**src/rtl/div_share_arbiter_pkg.sv**
```systemverilog
// Shared definitions for the divider-sharing arbiter: FSM encoding, default width,
// and the quotient returned for a zero divisor.
package div_share_arbiter_pkg;

   localparam logic [1:0] ST_IDLE  = 2'd0;
   localparam logic [1:0] ST_GRANT = 2'd1;
   localparam logic [1:0] ST_WAIT  = 2'd2;
   localparam logic [1:0] ST_RESP  = 2'd3;

   typedef enum logic [1:0] {
      S_IDLE  = ST_IDLE,
      S_GRANT = ST_GRANT,
      S_WAIT  = ST_WAIT,
      S_RESP  = ST_RESP
   } state_t;

   localparam int DEF_DW = 4;

   // All-ones quotient for divide-by-zero; sliced to DW at the use site.
   localparam logic [31:0] DIV0_QUOT = '1;

endpackage

```
**src/rtl/div_share_arbiter_if.sv**
```systemverilog
// Requester and divider signal bundle for div_share_arbiter.
// slave = arbiter side, master = requesters plus divider.
interface div_share_arbiter_if
   import div_share_arbiter_pkg::*;
#(
   parameter int NUM_REQ = 2,
   parameter int DW      = DEF_DW
);
   logic [NUM_REQ-1:0]    req;
   logic [NUM_REQ*DW-1:0] dividend_in;
   logic [NUM_REQ*DW-1:0] divisor_in;
   logic [NUM_REQ-1:0]    gnt;
   logic [NUM_REQ-1:0]    rsp_valid;
   logic [DW-1:0]         rsp_quotient;
   logic [DW-1:0]         rsp_remainder;
   logic                  rsp_err;
   logic                  busy;
   logic                  div_start;
   logic [DW-1:0]         div_dividend;
   logic [DW-1:0]         div_divisor;
   logic                  div_done;
   logic [DW-1:0]         div_quotient;
   logic [DW-1:0]         div_remainder;

   modport slave (
      input  req, dividend_in, divisor_in, div_done, div_quotient, div_remainder,
      output gnt, rsp_valid, rsp_quotient, rsp_remainder, rsp_err, busy,
             div_start, div_dividend, div_divisor
   );

   modport master (
      output req, dividend_in, divisor_in, div_done, div_quotient, div_remainder,
      input  gnt, rsp_valid, rsp_quotient, rsp_remainder, rsp_err, busy,
             div_start, div_dividend, div_divisor
   );
endinterface

```
**src/rtl/div_share_arbiter_rr_pick.sv**
```systemverilog
// Combinational round-robin picker: first set request at or above i_ptr, wrapping
// past N-1 back to 0.
module div_share_arbiter_rr_pick #(
   parameter int N  = 2,
   parameter int IW = $clog2(N)
)(
   input  logic [N-1:0]  i_req,
   input  logic [IW-1:0] i_ptr,
   output logic [N-1:0]  o_onehot,
   output logic [IW-1:0] o_idx,
   output logic          o_any
);
   logic [IW:0] w_pos;

   always_comb begin
      o_onehot = '0;
      o_idx    = '0;
      o_any    = 1'b0;
      w_pos    = '0;
      for (int k = 0; k < N; k++) begin
         w_pos = {1'b0, i_ptr} + (IW+1)'(k);
         if (w_pos >= (IW+1)'(N))
            w_pos = w_pos - (IW+1)'(N);
         if (!o_any && i_req[w_pos[IW-1:0]]) begin
            o_any                   = 1'b1;
            o_idx                   = w_pos[IW-1:0];
            o_onehot[w_pos[IW-1:0]] = 1'b1;
         end
      end
   end
endmodule

```
**src/rtl/div_share_arbiter.sv**
```systemverilog
// Shares one multi-cycle divider among NUM_REQ requesters: round-robin grant, start
// sequencing, result capture, divide-by-zero short-circuit and hung-divider timeout.
module div_share_arbiter
   import div_share_arbiter_pkg::*;
#(
   parameter int NUM_REQ = 2,
   parameter int DW      = DEF_DW,
   parameter int TIMEOUT = 31
)(
   input logic                i_clk,
   input logic                i_reset,
   div_share_arbiter_if.slave bus
);
   localparam int IW = $clog2(NUM_REQ);
   localparam int CW = $clog2(TIMEOUT + 1);

   state_t             r_state, w_state_nxt;
   logic [IW-1:0]      r_owner, r_ptr, w_pick_idx;
   logic [NUM_REQ-1:0] r_owner_oh, w_pick_oh;
   logic               w_pick_any;
   logic [DW-1:0]      r_dvd, r_dvs, r_q, r_r;
   logic               r_err;
   logic [CW-1:0]      r_cnt;
   logic               w_tmo;
   logic [NUM_REQ-1:0] w_gnt, w_rsp_vld;
   logic               w_start;

   div_share_arbiter_rr_pick #(.N(NUM_REQ), .IW(IW)) u_rr_pick (
      .i_req    (bus.req),
      .i_ptr    (r_ptr),
      .o_onehot (w_pick_oh),
      .o_idx    (w_pick_idx),
      .o_any    (w_pick_any)
   );

   // Last WAIT cycle allowed before forcing an error response.
   assign w_tmo = (r_cnt == CW'(TIMEOUT - 1));

   always_ff @(posedge i_clk) begin
      if (i_reset) r_state <= S_IDLE;
      else         r_state <= w_state_nxt;
   end

   always_comb begin
      w_state_nxt = r_state;
      w_gnt       = '0;
      w_rsp_vld   = '0;
      w_start     = 1'b0;
      case (r_state)
         S_IDLE:  if (w_pick_any) w_state_nxt = S_GRANT;
         S_GRANT: begin
            w_gnt       = r_owner_oh;
            w_start     = (r_dvs != '0);
            w_state_nxt = (r_dvs == '0) ? S_RESP : S_WAIT;
         end
         S_WAIT:  if (bus.div_done || w_tmo) w_state_nxt = S_RESP;
         S_RESP: begin
            w_rsp_vld   = r_owner_oh;
            w_state_nxt = S_IDLE;
         end
         default: w_state_nxt = S_IDLE;
      endcase
   end

   // Operands are latched on the IDLE->GRANT edge so they are already on div_* while
   // div_start is high.
   always_ff @(posedge i_clk) begin
      if (i_reset) begin
         r_owner    <= '0;
         r_owner_oh <= '0;
         r_ptr      <= '0;
         r_dvd      <= '0;
         r_dvs      <= '0;
         r_q        <= '0;
         r_r        <= '0;
         r_err      <= 1'b0;
         r_cnt      <= '0;
      end else begin
         case (r_state)
            S_IDLE: if (w_pick_any) begin
               r_owner    <= w_pick_idx;
               r_owner_oh <= w_pick_oh;
               r_dvd      <= bus.dividend_in[w_pick_idx*DW +: DW];
               r_dvs      <= bus.divisor_in[w_pick_idx*DW +: DW];
            end
            S_GRANT: begin
               r_cnt <= '0;
               if (r_dvs == '0) begin
                  r_q   <= DIV0_QUOT[DW-1:0];
                  r_r   <= r_dvd;
                  r_err <= 1'b1;
               end
            end
            S_WAIT: begin
               if (bus.div_done) begin
                  r_q   <= bus.div_quotient;
                  r_r   <= bus.div_remainder;
                  r_err <= 1'b0;
               end else if (w_tmo) begin
                  r_q   <= '0;
                  r_r   <= '0;
                  r_err <= 1'b1;
               end else begin
                  r_cnt <= r_cnt + CW'(1);
               end
            end
            S_RESP: begin
               r_cnt <= '0;
               r_ptr <= (r_owner == IW'(NUM_REQ - 1)) ? '0 : r_owner + IW'(1);
            end
            default: ;
         endcase
      end
   end

   assign bus.gnt           = w_gnt;
   assign bus.rsp_valid     = w_rsp_vld;
   assign bus.rsp_quotient  = r_q;
   assign bus.rsp_remainder = r_r;
   assign bus.rsp_err       = r_err;
   assign bus.busy          = (r_state != S_IDLE);
   assign bus.div_start     = w_start;
   assign bus.div_dividend  = r_dvd;
   assign bus.div_divisor   = r_dvs;
endmodule

```
**src/flat_wrapper.sv**
```systemverilog
// flat-port wrapper written by rule: the top's interface ports become plain ports
module div_share_arbiter_flat import div_share_arbiter_pkg::*;
#(
   parameter int NUM_REQ = 2,
   parameter int DW      = DEF_DW,
   parameter int TIMEOUT = 31
)
  (i_clk, i_reset, bus_req, bus_dividend_in, bus_divisor_in, bus_div_done, bus_div_quotient, bus_div_remainder, bus_gnt, bus_rsp_valid, bus_rsp_quotient, bus_rsp_remainder, bus_rsp_err, bus_busy, bus_div_start, bus_div_dividend, bus_div_divisor);
  div_share_arbiter_if #(.NUM_REQ(NUM_REQ), .DW(DW)) bus_i ();
  input logic i_clk;
  input logic i_reset;
  input wire logic [$bits(bus_i.req)-1:0] bus_req;
  input wire logic [$bits(bus_i.dividend_in)-1:0] bus_dividend_in;
  input wire logic [$bits(bus_i.divisor_in)-1:0] bus_divisor_in;
  input wire logic [$bits(bus_i.div_done)-1:0] bus_div_done;
  input wire logic [$bits(bus_i.div_quotient)-1:0] bus_div_quotient;
  input wire logic [$bits(bus_i.div_remainder)-1:0] bus_div_remainder;
  output wire logic [$bits(bus_i.gnt)-1:0] bus_gnt;
  output wire logic [$bits(bus_i.rsp_valid)-1:0] bus_rsp_valid;
  output wire logic [$bits(bus_i.rsp_quotient)-1:0] bus_rsp_quotient;
  output wire logic [$bits(bus_i.rsp_remainder)-1:0] bus_rsp_remainder;
  output wire logic [$bits(bus_i.rsp_err)-1:0] bus_rsp_err;
  output wire logic [$bits(bus_i.busy)-1:0] bus_busy;
  output wire logic [$bits(bus_i.div_start)-1:0] bus_div_start;
  output wire logic [$bits(bus_i.div_dividend)-1:0] bus_div_dividend;
  output wire logic [$bits(bus_i.div_divisor)-1:0] bus_div_divisor;
  assign bus_i.req = bus_req;
  assign bus_i.dividend_in = bus_dividend_in;
  assign bus_i.divisor_in = bus_divisor_in;
  assign bus_i.div_done = bus_div_done;
  assign bus_i.div_quotient = bus_div_quotient;
  assign bus_i.div_remainder = bus_div_remainder;
  assign bus_gnt = bus_i.gnt;
  assign bus_rsp_valid = bus_i.rsp_valid;
  assign bus_rsp_quotient = bus_i.rsp_quotient;
  assign bus_rsp_remainder = bus_i.rsp_remainder;
  assign bus_rsp_err = bus_i.rsp_err;
  assign bus_busy = bus_i.busy;
  assign bus_div_start = bus_i.div_start;
  assign bus_div_dividend = bus_i.div_dividend;
  assign bus_div_divisor = bus_i.div_divisor;
  div_share_arbiter #(.NUM_REQ(NUM_REQ), .DW(DW), .TIMEOUT(TIMEOUT)) u_core (.i_clk(i_clk), .i_reset(i_reset), .bus(bus_i));
endmodule
```
**config.mk**
```make
export PLATFORM = sky130hd
export DESIGN_NAME = div_share_arbiter_flat
export DESIGN_NICKNAME = d
export VERILOG_FILES = /design/src/rtl/div_share_arbiter_pkg.sv /design/src/rtl/div_share_arbiter_if.sv /design/src/rtl/div_share_arbiter_rr_pick.sv /design/src/rtl/div_share_arbiter.sv /design/src/flat_wrapper.sv
export SDC_FILE = /design/constraint.sdc
export NUM_CORES = 1
export LEC_CHECK = 0
export ABC_AREA = 1
export BUFFER_PORTS_ARGS = -buffer_cell sky130_fd_sc_hd__buf_2
export CORE_ASPECT_RATIO = 1.4
export CORE_MARGIN = 8
export CORE_UTILIZATION = 54
export DETAILED_ROUTE_END_ITERATION = 6
export PLACE_DENSITY_LB_ADDON = 0.1
export RECOVER_POWER = 100
export SETUP_SLACK_MARGIN = 0.1
export SYNTH_ARGS = -nofsm -noshare
export SYNTH_HDL_FRONTEND = slang
export SYNTH_HIERARCHICAL = 1
export SYNTH_SLANG_ARGS = --single-unit
```
**constraint.sdc**
```tcl
create_clock -name i_clk -period 4.7 [get_ports i_clk]
set_clock_uncertainty 0.1 [all_clocks]
set_input_delay 0.94 -clock i_clk [delete_from_list [all_inputs] [get_ports i_clk]]
set_output_delay 0.94 -clock i_clk [all_outputs]
set_load 0.05 [all_outputs]
```
=== Word-level counts from Yosys, hierarchy flattened ===
Index checks and enable logic that the tools add are counted.

* Register bits after elaboration: 28
* Output and inout port bits: 23
* Bits of input ports: 29
* Word-level logic and storage cells: 88

* Reductions and logical operators: 16
* Add/subtract/negate cells: 5
* Shifts and indexed selects: 2
* Mux-type cells: 38
* Bitwise operators: 1
* Magnitude comparators: 6
* Equality and inequality tests: 10

{| class="wikitable"
|+ Operator list
! cell !! count
|-
| 2-to-1 mux 4 bit || 5
|-
| 2-to-1 mux 1 bit || 18
|-
| case mux 4 bit (2 select lines) || 2
|-
| variable part select 8 x 4 -> 4 bit || 2
|-
| 2-to-1 mux 2 bit || 6
|-
| 2-to-1 mux 5 bit || 2
|-
| case mux 5 bit (2 select lines) || 1
|-
| case mux 2 bit (4 select lines) || 1
|-
| inequality test 2 bit (second input constant) || 3
|-
| AND reduction 3 bit || 2
|-
| nonzero test 2 bit || 3
|-
| adder 5 x 1 -> 5 bit (second input constant) || 1
|-
| == test 5 bit (second input constant) || 1
|-
| == test 2 bit (second input constant) || 2
|-
| logical NOT 4 bit || 1
|-
| less-than comparator 1 x 2 -> 1 bit (second input constant) || 2
|-
| inequality test 2 x 1 -> 1 bit (second input constant) || 2
|-
| AND reduction 2 bit || 2
|-
| nonzero test 4 bit || 1
|-
| logical AND 1 bit || 3
|-
| inequality test 3 x 2 -> 1 bit (second input constant) || 1
|-
| adder 1 x 1 -> 2 bit (second input constant) || 1
|-
| demux 1 bit (select 1 bit) || 2
|-
| == test 2 x 1 -> 1 bit (second input constant) || 1
|-
| other kinds (11) || 13
|}

=== Longest topological paths before layout ===
* Depth after elaboration: 10
* Depth in mapped cells: 10
* Mapped depth without buffers: 10

=== Modules after synthesis ===
Netlist, hierarchy kept.

{| class="wikitable"
|+ By module, submodules not included
! module !! area an instance (sq um) !! seq. area each (sq um) !! cells each !! times used
|-
| div_share_arbiter || 1544.0 || 560.5 || 233 || 1
|-
| div_share_arbiter_rr_pick || 30.0 || 0.0 || 7 || 1
|}

=== Worst setup path before layout ===
No wires, ideal clock.

* Kind: register to output
* Start: register u_core.r_dvs[0], in the netlist u_core/bus.div_divisor[0]
* End: output bus_div_start
* Stages on the path, launching flop included: 5
* Arrival time: 1243 ps
* Path buffers: 0
* Slack: 2417 ps
* Data required time: 3660 ps
* Cell sequence: dfxtp_1 -> nor2_1 -> nand2_1 -> nand2_1 -> inv_1

* Longest elaborated chain between the ends: 2

{| class="wikitable"
|+ Ends and longest elaborated chain
! element !! line !! source
|-
| start: declaration || div_share_arbiter.sv:21 || <nowiki>logic [DW-1:0] r_dvd, r_dvs, r_q, r_r;</nowiki>
|-
| start signal: assignment || div_share_arbiter.sv:84 || <nowiki>r_dvs <= bus.divisor_in[w_pick_idx*DW +: DW];</nowiki>
|-
| nonzero test 4 bit || div_share_arbiter.sv:53 || <nowiki>w_start = (r_dvs != '0);</nowiki>
|-
| 2-to-1 mux 1 bit || div_share_arbiter.sv:49 || <nowiki>case (r_state)</nowiki>
|-
| end: declaration || flat_wrapper.sv:24 || <nowiki>output wire logic [$bits(bus_i.div_start)-1:0] bus_div_start;</nowiki>
|}

No other way between the ends.

=== Worst setup path in the final report ===
* Start: register u_core.r_state[1]
* End: output bus_div_start

* Longest elaborated chain between the ends: 2

{| class="wikitable"
|+ Ends and longest elaborated chain
! element !! line !! source
|-
| start: declaration || div_share_arbiter.sv:17 || <nowiki>state_t r_state, w_state_nxt;</nowiki>
|-
| start signal: assignment || div_share_arbiter.sv:41 || <nowiki>else r_state <= w_state_nxt;</nowiki>
|-
| == test 2 x 1 -> 1 bit || div_share_arbiter.sv:49 ||
|-
| 2-to-1 mux 1 bit || div_share_arbiter.sv:49 ||
|}

No other way between the ends.

==> results_dict.tcl <==
set metrics [dict create \
    power.density_nw_per_um2 711 \
    io_pins 52 \
    hold_ws_ps 346 \
    dieArea_um2 4920 \
    cts_buffers 3 \
    ant_nets 0 \
    drv_slew 0 \
    cp_slowest_cell "clkbuf_1" \
    start_util 0.558 \
    syn-instance-count 240 \
    r2r_end "u_core/r_state[0]$_SDFFE_PP0P_" \
    nets 324 \
    clkLatencyLatePin_ps 270 \
    vias 1601 \
    core_um2 2820 \
    post-route-period-util 0.589 \
    fmax_mhz 361 \
    cts.path.max_buffers 2 \
    rsz0062_at_grt "false" \
    syn2layout_area_growth_pct 16.4 \
    crit_start "u_core/r_state[1]$_SDFFE_PP0P_" \
    drcViolationCount 0 \
    synth_common_cells "nand2_1 (67), inv_1 (37), dfxtp_1 (28)" \
    cts.sinks 28 \
    crit_top_cell "inv_1" \
    final_layout_size_suffix_gt1_frac 0.115 \
    ys_ff_latch 28 \
    viasPerCell 4.94 \
    routed_wl_um 3670 \
    n_fill_cell 310 \
    synth_top_area_cell "dfxtp_1" \
    dpl.hpwl_um 2820 \
    end_kind "output pin" \
    tightest_slew_ps 778 \
    drt_first_pass_iters 4 \
    cp_max_fo 7 \
    wl_per_cell_um 11.3 \
    ctsRootBufferMaster "clkbuf_8" \
    finalSetupTns_ps 0 \
    yosysSeqAreaShare 0.356 \
    dieWidth_um 61.6 \
    critPathMaxStageDelay_ps 470 \
    ctsResizeCount 0 \
    required_ps 3660 \
    synth_edf_count 0 \
    clk_pin_slew_ps 90 \
    post-route-cell-area_um2 1830 \
    cp-start-kind "flip-flop" \
    post_cts_buffers 0 \
    path_class "reg2out" \
    ys_warn_count 6 \
    cp_num_cells 5 \
    cts_hold_buf 0 \
    yosysMostFrequentCell "nand2_1" \
    cp_data_arrival_time_ps 1730 \
    grt_pass1_vias 1549 \
    yosysTopAreaCellShare 0.356 \
    antenna_found_initial 0 \
    port_buffers 51 \
    overflow 0 \
    gp_congestion 0.800 \
    hp-class "reg2reg" \
    rrSetupSlack_ps 2670 \
    drt_iter0_drc 56 \
    relSlewSlack 0.481 \
    cp_num_buf_inv 3 \
    r2r_start "u_core/r_state[0]$_SDFFE_PP0P_" \
    antenna_cells 0 \
    synth_cell_type_count 20 \
    r2r_cells 7 \
    syn_area_um2 1570 \
    syn_avg_cell_area_um2 6.56 \
    ir_worst_vdd_v 0.000473 \
    ys_top_cells_by_area "dfxtp_1 (36%), nand2_1 (16%), inv_1 (8.8%)" \
    status "completed" \
    setup_violations 0 \
    synth-async-reset-ratio 0 \
    grt_usage 0.164 \
    endpoint "bus_div_start" \
    critical-path-top-delay-family "buffers and inverters" \
    hold_viol_final 0 \
    placed_area_um2 1820 \
    rows 23 \
    cts_tree "done" \
    finalCriticalPeriod_ps 2770 \
    grt_max_degree 27 \
    synth_nets 276 \
    grt_first_pass_wirelength_um 6440 \
    ys.flop_type "dfxtp_1" \
    fin_util 0.650 \
    die_h_um 79.9 \
    p_leak_nw 0.971 \
    htree_levels 1 \
    worstPathCellList "inv_1 -> ha_1 -> nand2_1 -> inv_1 -> clkbuf_1" \
    drv_cap 0 \
]
-- sequential cells by signal, indices dropped and copies added, names as in the netlist --
signal	count
u_core/bus.rsp_quotient	4
u_core/bus.rsp_err	1
u_core/r_ptr	1
u_core/r_state	2
u_core/r_cnt	5
u_core/bus.div_dividend	4
u_core/bus.rsp_remainder	4
u_core/r_owner	1
u_core/r_owner_oh	2
u_core/bus.div_divisor	4
-- per-stage QoR --
step / total power (W) / instances / setup WS (ps)
finish: 0.00130 / 324 / 1930
global route: 0.00143 / 324 / 1810
CTS: 0.00133 / 324 / 2130
detailed placement: 0.00118 / 320 / 2100
global placement: 0.00117 / 320 / 2120
floorplan: 0.00105 / 240 / 2420
-- metal layers --
metal / track usage / vias up / routed length (um)
li1: - / 850 / -
met1: 0.176 / 709 / 1540
met2: 0.293 / 37 / 1840
met3: 0.0339 / 5 / 226
met4: 0.0618 / 0 / 61
met5: 0 / - / 0
-- final cells by class --
| class | instances | area, um^2 | share of cell area |
|---|---|---|---|
| multi-input combinational | 166 | 802 | 0.438 |
| clock buffer | 4 | 55.1 | 0.0301 |
| sequential | 28 | 561 | 0.306 |
| timing repair buffer | 51 | 225 | 0.123 |
| inverter | 38 | 143 | 0.0779 |
| tap | 37 | 46.3 | 0.0253 |
-- worst register-to-register path: cells and delay by family, from the launching register on --
kind | cells | cell delay, ps
flops | 1 | 350
fa+ha+maj | 1 | 280
buf+inv | 1 | 170
simple gates | 5 | 1050
-- cell families (layout without fill, tap and decap cells) --
| kind of cell | count (synthesis) | in the layout | share of synthesized area |
|---|---|---|---|
| AOI/OAI and AO/OA | 40 | 40 | 0.147 |
| buffers and inverters | 46 | 93 | 0.126 |
| DFF | 28 | 28 | 0.356 |
| and+or+nand+nor | 119 | 119 | 0.315 |
| adders and majority gates | 7 | 7 | 0.0556 |
-- report_power, final --
part	switching, W	leakage, nW	total, W	internal (W)
combinational	0.000568	0.711	0.000768	0.000199
sequential	0.0000609	0.231	0.000387	0.000326
clock	0.0000722	0.0288	0.000147	0.0000750
-- cell usage in the layout, fill, tap and decap left out --
cell	instances
nand2_1	67
inv_1	37
dfxtp_1	28
buf_2	27
nor2_1	27
a21oi_1	25
clkbuf_1	24
nand3_1	21
o211ai_1	8
ha_1	7
o21ai_0	6
clkbuf_8	4
nand4_1	3
clkinv_1	1
a21oi_4	1
or2_2	1
-- worst min path at each step --
stage	cells past startpoint	slack, ps	startpoint	end
floorplan	1	300	u_core/r_owner$_SDFFE_PP0P_	u_core/r_ptr$_SDFFE_PP0N_
global route	1	380	u_core/r_owner$_SDFFE_PP0P_	u_core/r_ptr$_SDFFE_PP0N_
finish	1	350	u_core/r_owner$_SDFFE_PP0P_	u_core/r_ptr$_SDFFE_PP0N_
CTS	1	340	u_core/r_owner$_SDFFE_PP0P_	u_core/r_ptr$_SDFFE_PP0N_
detailed placement	1	320	u_core/r_owner$_SDFFE_PP0P_	u_core/r_ptr$_SDFFE_PP0N_
global placement	1	320	u_core/r_owner$_SDFFE_PP0P_	u_core/r_ptr$_SDFFE_PP0N_
Note: power is estimated with default switching activity, not from simulation.
